File: src/rtl/cmd_arbiter.sv
// cmd_arbiter: shares one engine command port between NUM_REQ sources with per-source holding slots
// Ports:
//   clk        system clock, rising edge
//   reset      asynchronous active-low reset
//   req_cmd    packed requester opcodes, requester i at [i*CMD_W +: CMD_W]
//   req_arg0   packed requester arguments, requester i at [i*ARG_W +: ARG_W]
//   req_valid  per-requester valid
//   req_ready  per-requester ready (slot empty)
//   cmd        opcode to the engine
//   cmd_arg0   argument to the engine
//   cmd_valid  command valid to the engine
//   cmd_ready  engine ready
//   grant      one-hot owner of the command on the port, 0 when idle
//   busy       any slot pending or command on the port
//   stall      sticky watchdog flag for an unresponsive engine
module cmd_arbiter #(
    parameter int NUM_REQ  = 3,
    parameter int CMD_W    = 3,
    parameter int ARG_W    = 32,
    parameter int ARB_MODE = 0,
    parameter int TIMEOUT  = 1000000
) (
    input  logic                     clk,
    input  logic                     reset,
    input  logic [NUM_REQ*CMD_W-1:0] req_cmd,
    input  logic [NUM_REQ*ARG_W-1:0] req_arg0,
    input  logic [NUM_REQ-1:0]       req_valid,
    output logic [NUM_REQ-1:0]       req_ready,
    output logic [CMD_W-1:0]         cmd,
    output logic [ARG_W-1:0]         cmd_arg0,
    output logic                     cmd_valid,
    input  logic                     cmd_ready,
    output logic [NUM_REQ-1:0]       grant,
    output logic                     busy,
    output logic                     stall
);
    localparam int IW = $clog2(NUM_REQ);
    localparam int WW = $clog2(TIMEOUT + 1);

    typedef enum logic {IDLE, ISSUE} state_t;

    state_t             state;
    logic [NUM_REQ-1:0] pend;
    logic [CMD_W-1:0]   slot_cmd [NUM_REQ];
    logic [ARG_W-1:0]   slot_arg [NUM_REQ];
    logic [IW-1:0]      last, owner, win, j;
    logic [WW-1:0]      wd;

    // Scan order: round-robin starts after the last owner, fixed priority starts at 0.
    function automatic int pick(int k, logic [IW-1:0] l);
        return (ARB_MODE != 0) ? k - 1 : (int'(l) + k) % NUM_REQ;
    endfunction

    assign req_ready = ~pend;
    assign busy      = |pend | cmd_valid;

    // Scanning from the far end lets the earliest candidate in scan order overwrite the rest.
    always_comb begin
        win = '0;
        j   = '0;
        for (int k = NUM_REQ; k >= 1; k--) begin
            j = IW'(pick(k, last));
            if (pend[j]) win = j;
        end
    end

    always_ff @(posedge clk or negedge reset) begin
        if (!reset) begin
            state     <= IDLE;
            pend      <= '0;
            cmd       <= '0;
            cmd_arg0  <= '0;
            cmd_valid <= 1'b0;
            grant     <= '0;
            last      <= IW'(NUM_REQ - 1);
            owner     <= '0;
            wd        <= '0;
            stall     <= 1'b0;
            for (int i = 0; i < NUM_REQ; i++) begin
                slot_cmd[i] <= '0;
                slot_arg[i] <= '0;
            end
        end else begin
            for (int i = 0; i < NUM_REQ; i++) begin
                if (req_valid[i] && !pend[i]) begin
                    pend[i]     <= 1'b1;
                    slot_cmd[i] <= req_cmd[i*CMD_W +: CMD_W];
                    slot_arg[i] <= req_arg0[i*ARG_W +: ARG_W];
                end
            end
            case (state)
                IDLE: begin
                    if (|pend) begin
                        cmd       <= slot_cmd[win];
                        cmd_arg0  <= slot_arg[win];
                        cmd_valid <= 1'b1;
                        grant     <= NUM_REQ'(1) << win;
                        pend[win] <= 1'b0;
                        owner     <= win;
                        state     <= ISSUE;
                    end
                end
                ISSUE: begin
                    if (cmd_ready) begin
                        cmd_valid <= 1'b0;
                        grant     <= '0;
                        last      <= owner;
                        wd        <= '0;
                        state     <= IDLE;
                    end else begin
                        if (wd < WW'(TIMEOUT)) wd <= wd + 1'b1;
                        // Flag on the edge where the counter reaches TIMEOUT.
                        if (wd >= WW'(TIMEOUT - 1)) stall <= 1'b1;
                    end
                end
                default: state <= IDLE;
            endcase
        end
    end
endmodule
File: config.mk
export PLATFORM = sky130hd
export DESIGN_NAME = cmd_arbiter
export DESIGN_NICKNAME = d
export VERILOG_FILES = /design/src/rtl/cmd_arbiter.sv
export SDC_FILE = /design/constraint.sdc
export NUM_CORES = 1
export LEC_CHECK = 0
export CAP_MARGIN = 20
export CORE_ASPECT_RATIO = 1.2
export CORE_UTILIZATION = 48
export CTS_BUF_LIST = sky130_fd_sc_hd__clkbuf_4 sky130_fd_sc_hd__clkbuf_8
export CTS_CLUSTER_SIZE = 12
export DETAILED_ROUTE_END_ITERATION = 16
export MAX_ROUTING_LAYER = met4
export PLACE_DENSITY = 0.78
export REMOVE_ABC_BUFFERS = 1
export SETUP_SLACK_MARGIN = 0.4
export SLEW_MARGIN = 20
export SYNTH_ARGS = -nofsm -noshare
export SYNTH_HDL_FRONTEND = slang
export SYNTH_SLANG_ARGS = --single-unit
File: constraint.sdc
create_clock -name clk -period 2.2 [get_ports clk]
set_input_delay 0.22 -clock clk [delete_from_list [all_inputs] [get_ports clk]]
set_output_delay 0.22 -clock clk [all_outputs]
set_load 0.005 [all_outputs]
# Word-level counts from Yosys, hierarchy flattened

Cells that the tools add are included.

Register bits after elaboration: 173
Bits in latches: 0
RAM bits: 0
ROM bits: 0
Input bits: 111
Output and inout bits: 44
Word-level logic and storage cells: 88
Memories kept: 0

$add $sub $neg: 4
$mul: 0
Div/mod/pow operators: 3
$lt $le $gt $ge: 8
Eq/ne operators: 2
Shift-type cells: 1
Multiplexer cells: 33
Bitwise operators: 7
Reductions and logical operators: 14

Operators with widths:

| cell                    | count |
|---|---|
| $mod A32 B3 Y32 const B | 3 |
| $bmux W32 S2            | 1 |
| $mux W32                | 2 |
| $mux W20                | 2 |
| $add A20 B1 Y20 const B | 1 |
| $ge A20 B20 Y1 const B  | 1 |
| $lt A20 B20 Y1 const B  | 1 |
| $mux W3                 | 6 |
| $lt A2 B3 Y1 const B    | 4 |
| $mux W1                 | 11 |
| $reduce_and A2 Y1       | 4 |
| $add A2 B2 Y3 const B   | 2 |
| $bmux W1 S2             | 3 |
| $bmux W3 S2             | 1 |
| $mux W2                 | 3 |
| $not A3 Y3              | 2 |
| $pmux W3 S2             | 1 |
| $logic_and A1 B1 Y1     | 4 |
| $ne A2 B2 Y1 const B    | 2 |
| $pmux W1 S2             | 2 |
| $add A2 B1 Y3 const B   | 1 |
| $and A3 B3 Y3           | 1 |
| $ge A3 B3 Y1 const B    | 1 |
| $logic_not A1 Y1        | 3 |
| other kinds (9)         | 10 |

# Depth between registers and ports, before layout

Gate-level depths: netlist (run 1).

Word-level depth: 15
Depth in mapped cells: 11
Mapped depth without buffers: 8

# Least setup slack after synthesis (run 1)

Ideal clock, no wire load.

Path type: register to register
Start: register last[1]
End: register cmd_arg0[18]
Setup time: 0.142 ns
Data arrival time: 2.115 ns
Required time: 2.058 ns
Slack: -0.057 ns
Stages on the path, launching flop included: 11
Path buffers: 3
Period minus slack after synthesis: 2.257 ns
Cell sequence: dfstp_2 > ha_1 > buf_6 > nor2b_1 > and2_4 > a22o_1 > o22ai_1 > buf_4 > buf_6 > mux2i_1 > o221ai_1

Longest elaborated chain between the ends: 11
Elaborated cells on any way between the ends: 19
Classes of those cells: add/sub (3); div (3); mux (12); bitwise (1)

RTL lines:

| element                                         | line | source |
|---|---|---|
| start: declaration                              | 46   | `logic [IW-1:0] last, owner, win, j;` |
| start signal: assignment                        | 75   | `last <= IW'(NUM_REQ - 1);` |
| start signal: assignment                        | 107  | `last <= owner;` |
| $add A2 B2 Y3                                   | 51   | `return (ARB_MODE != 0) ? k - 1 : (int'(l) + k) % NUM_REQ;` |
| $mod A32 B3 Y32                                 | 51   |  |
| $bmux W1 S2                                     | 63   | `if (pend[j]) win = j;` |
| $mux W1 (not written as such)                   | 63   |  |
| $mux W2 (2 in a row)                            | 63   |  |
| $mux W2 (*)                                     | 63   |  |
| $not A2 Y3 (not written as such) (*)            | 95   | `cmd_arg0 <= slot_arg[win];` |
| $bmux W32 S2 (*)                                | 95   |  |
| $mux W32 (not written as such) (*) (2 in a row) | 95   |  |
| end signal: assignment                          | 95   |  |
| end: declaration                                | 30   | `output logic [ARG_W-1:0] cmd_arg0,` |

Every way passes the cells marked *; elsewhere a longest branch is shown, timed or not. The select of a mux whose other input is x is not followed.
A chain may end at the register's enable or synchronous reset.

# Worst setup path after layout (run 1)

Same ends and word-level chain as after synthesis.

==> results.cfg, run 1 <==
[worst_setup_path]
cp-end-kind = flop
crit_required_ps = 2540
crit_path_max_fanout = 13
critical_path.slowest_cell = dfstp_2
r2r_setup_slack_ps = -90
critical_path_class = reg -> reg
cp-start-kind = flop
cpPeakStageDelay_ps = 590
crit_chain = ha_4 > inv_1 > a22oi_2 > nor4_4 > buf_4 > o22ai_4 > buf_6 > buf_12 > mux2i_1 > o221ai_1
cp.arrival_ps = 2620

[synth]
yosysTopAreaCell = dfrtp_1
synthSimpleGateAreaFrac_pct = 9.82
synth_top_family_by_area = multiplexers
synth_fa_ha_area_share_pct = 0.821
syn_avg_cell_area_um2 = 12.3
yosysWarnings = 0
synth_top_area_share_pct = 56.5
async_reset_ff_share_pct = 100
synthXorXnorAreaFrac_pct = 1.26
ys_top_cells_by_area = dfrtp_1 (56%), mux2_2 (16%), mux2i_1 (5.5%)
synth_compound_area_share_pct = 7.11
netlist_instances = 619
synth_edf_count = 0
synth_area_mm2 = 0.00762
yosysSeqAreaShare_pct = 56.8
ys.flop_type = dfrtp_1
synth_mux_area_share_pct = 21.0
synth_cell_types = 50
ys_ff_latch = 173

[global_routing]
grt_pass1_wl_um = 32800
grt_antenna_before_repair = 2
grtUsageTotal_pct = 27.7
overflow = 0
grt_pass1_vias = 6339
grt_max_degree = 55

[timing]
slew_violations = 0
worst_slew_pin_slew_ps = 511
max_clock_freq_mhz = 437
fin_skew_ps = 11.8
finalHoldViolCount = 0
period_share_pct = 104
setup_ws_ps = -86.3
slew_headroom_pct = 65.9
setup_viol = 35
rsz0062_at_grt = true
finalCriticalPeriod_ps = 2290

[placement]
dpl.hpwl_um = 13600
dp_slack_ps = -145
port_buffers = 154
dp_cells = 979
routabilityCongestion = 0.918

[drt]
dr.pass1.iters = 5
wire_per_inst_um = 20.1
viasPerCell = 5.66
detailedRoute.firstIterationViolations = 234
antenna_left = 0
drt-total-wl_um = 20900
drc = 0
vias = 5889

[final_layout]
fill_cells = 1076
fin_nets = 934
syn_to_final_growth_pct = 40.7
instances_no_fill = 1040
layout-drive-gt1-share_pct = 33.6

[clock_tree]
clk_pin_slew_ps = 90
cts_tree = yes
clk_latency_ps = 460
cts_sinks = 173
cts_buffers = 17
clock_path_buffers = 2
htreeDepth = 4
cts-root-buf = clkbuf_8

[die]
die_area_mm2 = 0.0164
ios = 155
start_util_pct = 48.9
die_y_um = 140
row_count = 50
core_area_mm2 = 0.0156
die_w_um = 117

[power]
ir_drop_mv = 0.871
p_leak_nw = 4.53
power_density_mw_per_mm2 = 1520

[flow_run]
max-cap-violations = 0

[status]
status = complete, but fails checks
failed_checks = setup timing

[min_path]
hold_class = in -> async
-- cell families (layout without fill, tap and decap cells) --
kind of cell | after synthesis | after routing
multiplexers | 147 | 147
other | 0 | 2
flip-flops | 173 | 173
AO/OA/AOI/OAI | 68 | 68
adder cells (fa/ha/maj) | 5 | 5
AND/OR/NAND/NOR | 164 | 164
buffers and inverters | 51 | 262
XOR/XNOR | 11 | 11
-- sequential cells by signal (all words and copies together) (netlist names), 3 cells and up --
| name | flops |
|---|---|
| slot_arg | 96 |
| cmd_arg0 | 32 |
| wd | 20 |
| slot_cmd | 9 |
| cmd | 3 |
| grant | 3 |
| pend | 3 |
-- repair_timing --
action                                  4_1_cts  5_1_grt
hold buffers                                  1        0
setup buffers                                19        7
cloned                                        1        0
endpoints found under the setup margin       61       59
resized for setup                            61       52
pin swaps                                    35       37
endpoints found under the hold margin        49        0
-- cell usage in the layout, fill, tap and decap left out, drive strengths merged, types with 11 or more instances in the layout --
cell	n
nand2	50
nor2	47
o221ai	14
mux2	105
clkbuf	17
nor3	25
buf	66
dfrtp	172
a211oi	21
inv	15
mux2i	42
clkdlybuf4s50	149
nand3	11
-- routing by layer --
layer	track usage (%)	routed length, µm
met2	45.5	10900
met5	-	0
met3	8.09	1320
met4	11.5	897
met1	31.2	7850
-- report_power, final --
part / switching [W] / total [W] / internal (W)
Clock: 0.00118 / 0.00218 / 0.00101
Sequential: 0.000968 / 0.00566 / 0.00469
Combinational: 0.00381 / 0.00842 / 0.00461
-- final cells by class --
| cell class | instances | area, µm² | share of cell area [%] |
|---|---|---|---|
| tap | 208 | 260 | 2.43 |
| clock inverter | 14 | 145 | 1.35 |
| sequential | 173 | 4340 | 40.4 |
| multi-input combinational | 395 | 3460 | 32.2 |
| antenna | 2 | 5.00 | 0.0467 |
| clock buffer | 17 | 234 | 2.18 |
| inverter | 12 | 45.0 | 0.420 |
| timing repair buffer | 219 | 2240 | 20.9 |
-- path summary, 6_finish.rpt --
path / cells after the start / start / to
min in group clk: 2 / req_arg0[17] / slot_arg[81]
hold reg to reg: 2 / cmd_arg0[8] / cmd_arg0[8]
setup reg to reg: 10 / last[1] / cmd_arg0[18]
hold / removal: 2 / reset / wd[19]
max in group asynchronous: 3 / reset / slot_arg[50]
setup / recovery: 10 / last[1] / cmd_arg0[18]
-- worst max-delay path, delay by kind of cell, from the launching register on --
kind | cells | cell delay (ps)
simple gates | 1 | 80
fa+ha+maj | 1 | 190
flops | 1 | 590
buf+inv | 4 | 550
compound gates | 3 | 530
mux | 1 | 210
-- metrics by stage --
| step | util, % | setup TNS, ps | power (W) | hold slack [ps] | cell area, µm² |
|---|---|---|---|---|---|
| final | 68.9 | -1930 | 0.0163 | 274 | 10700 |
| after detailed placement | 62.1 | -3470 | 0.0128 | 213 | 9680 |
| after global routing | 68.9 | -5150 | 0.0172 | 303 | 10700 |
| after global placement | 62.1 | -29.2 | 0.0124 | 200 | 9680 |
| after CTS | 67.1 | -409 | 0.0159 | 291 | 10400 |
| after floorplan | - | -123510 | 0.00882 | -75.6 | 7430 |
-- synthesized netlist by cell type, types with 3 or more instances --
master	instances
buf_1	8
nor2_1	47
o221ai_1	14
o22ai_1	5
and3_1	5
clkbuf_1	21
mux2_2	105
mux2i_1	42
dfrtp_1	172
o21ai_0	6
a22oi_1	3
inv_1	12
xnor2_1	4
nor4_1	3
buf_2	5
nand2_1	50
xor2_1	7
a21oi_1	3
nand4_1	3
nor3_1	25
ha_1	5
a211oi_1	21
nand3_1	10
nor2b_1	8
or2_2	3
nand2b_1	4
Note: power is estimated with default switching activity, not from simulation.
==> run 2: changes to the inputs <==
--- a/config.mk
+++ b/config.mk
@@ -15,7 +15,6 @@
 export PLACE_DENSITY = 0.78
 export REMOVE_ABC_BUFFERS = 1
 export SETUP_SLACK_MARGIN = 0.4
-export SLEW_MARGIN = 20
 export SYNTH_ARGS = -nofsm -noshare
 export SYNTH_HDL_FRONTEND = slang
 export SYNTH_SLANG_ARGS = --single-unit
==> results of run 2 <==
The final DEF is identical to that of run 1; final timing and power are the same.
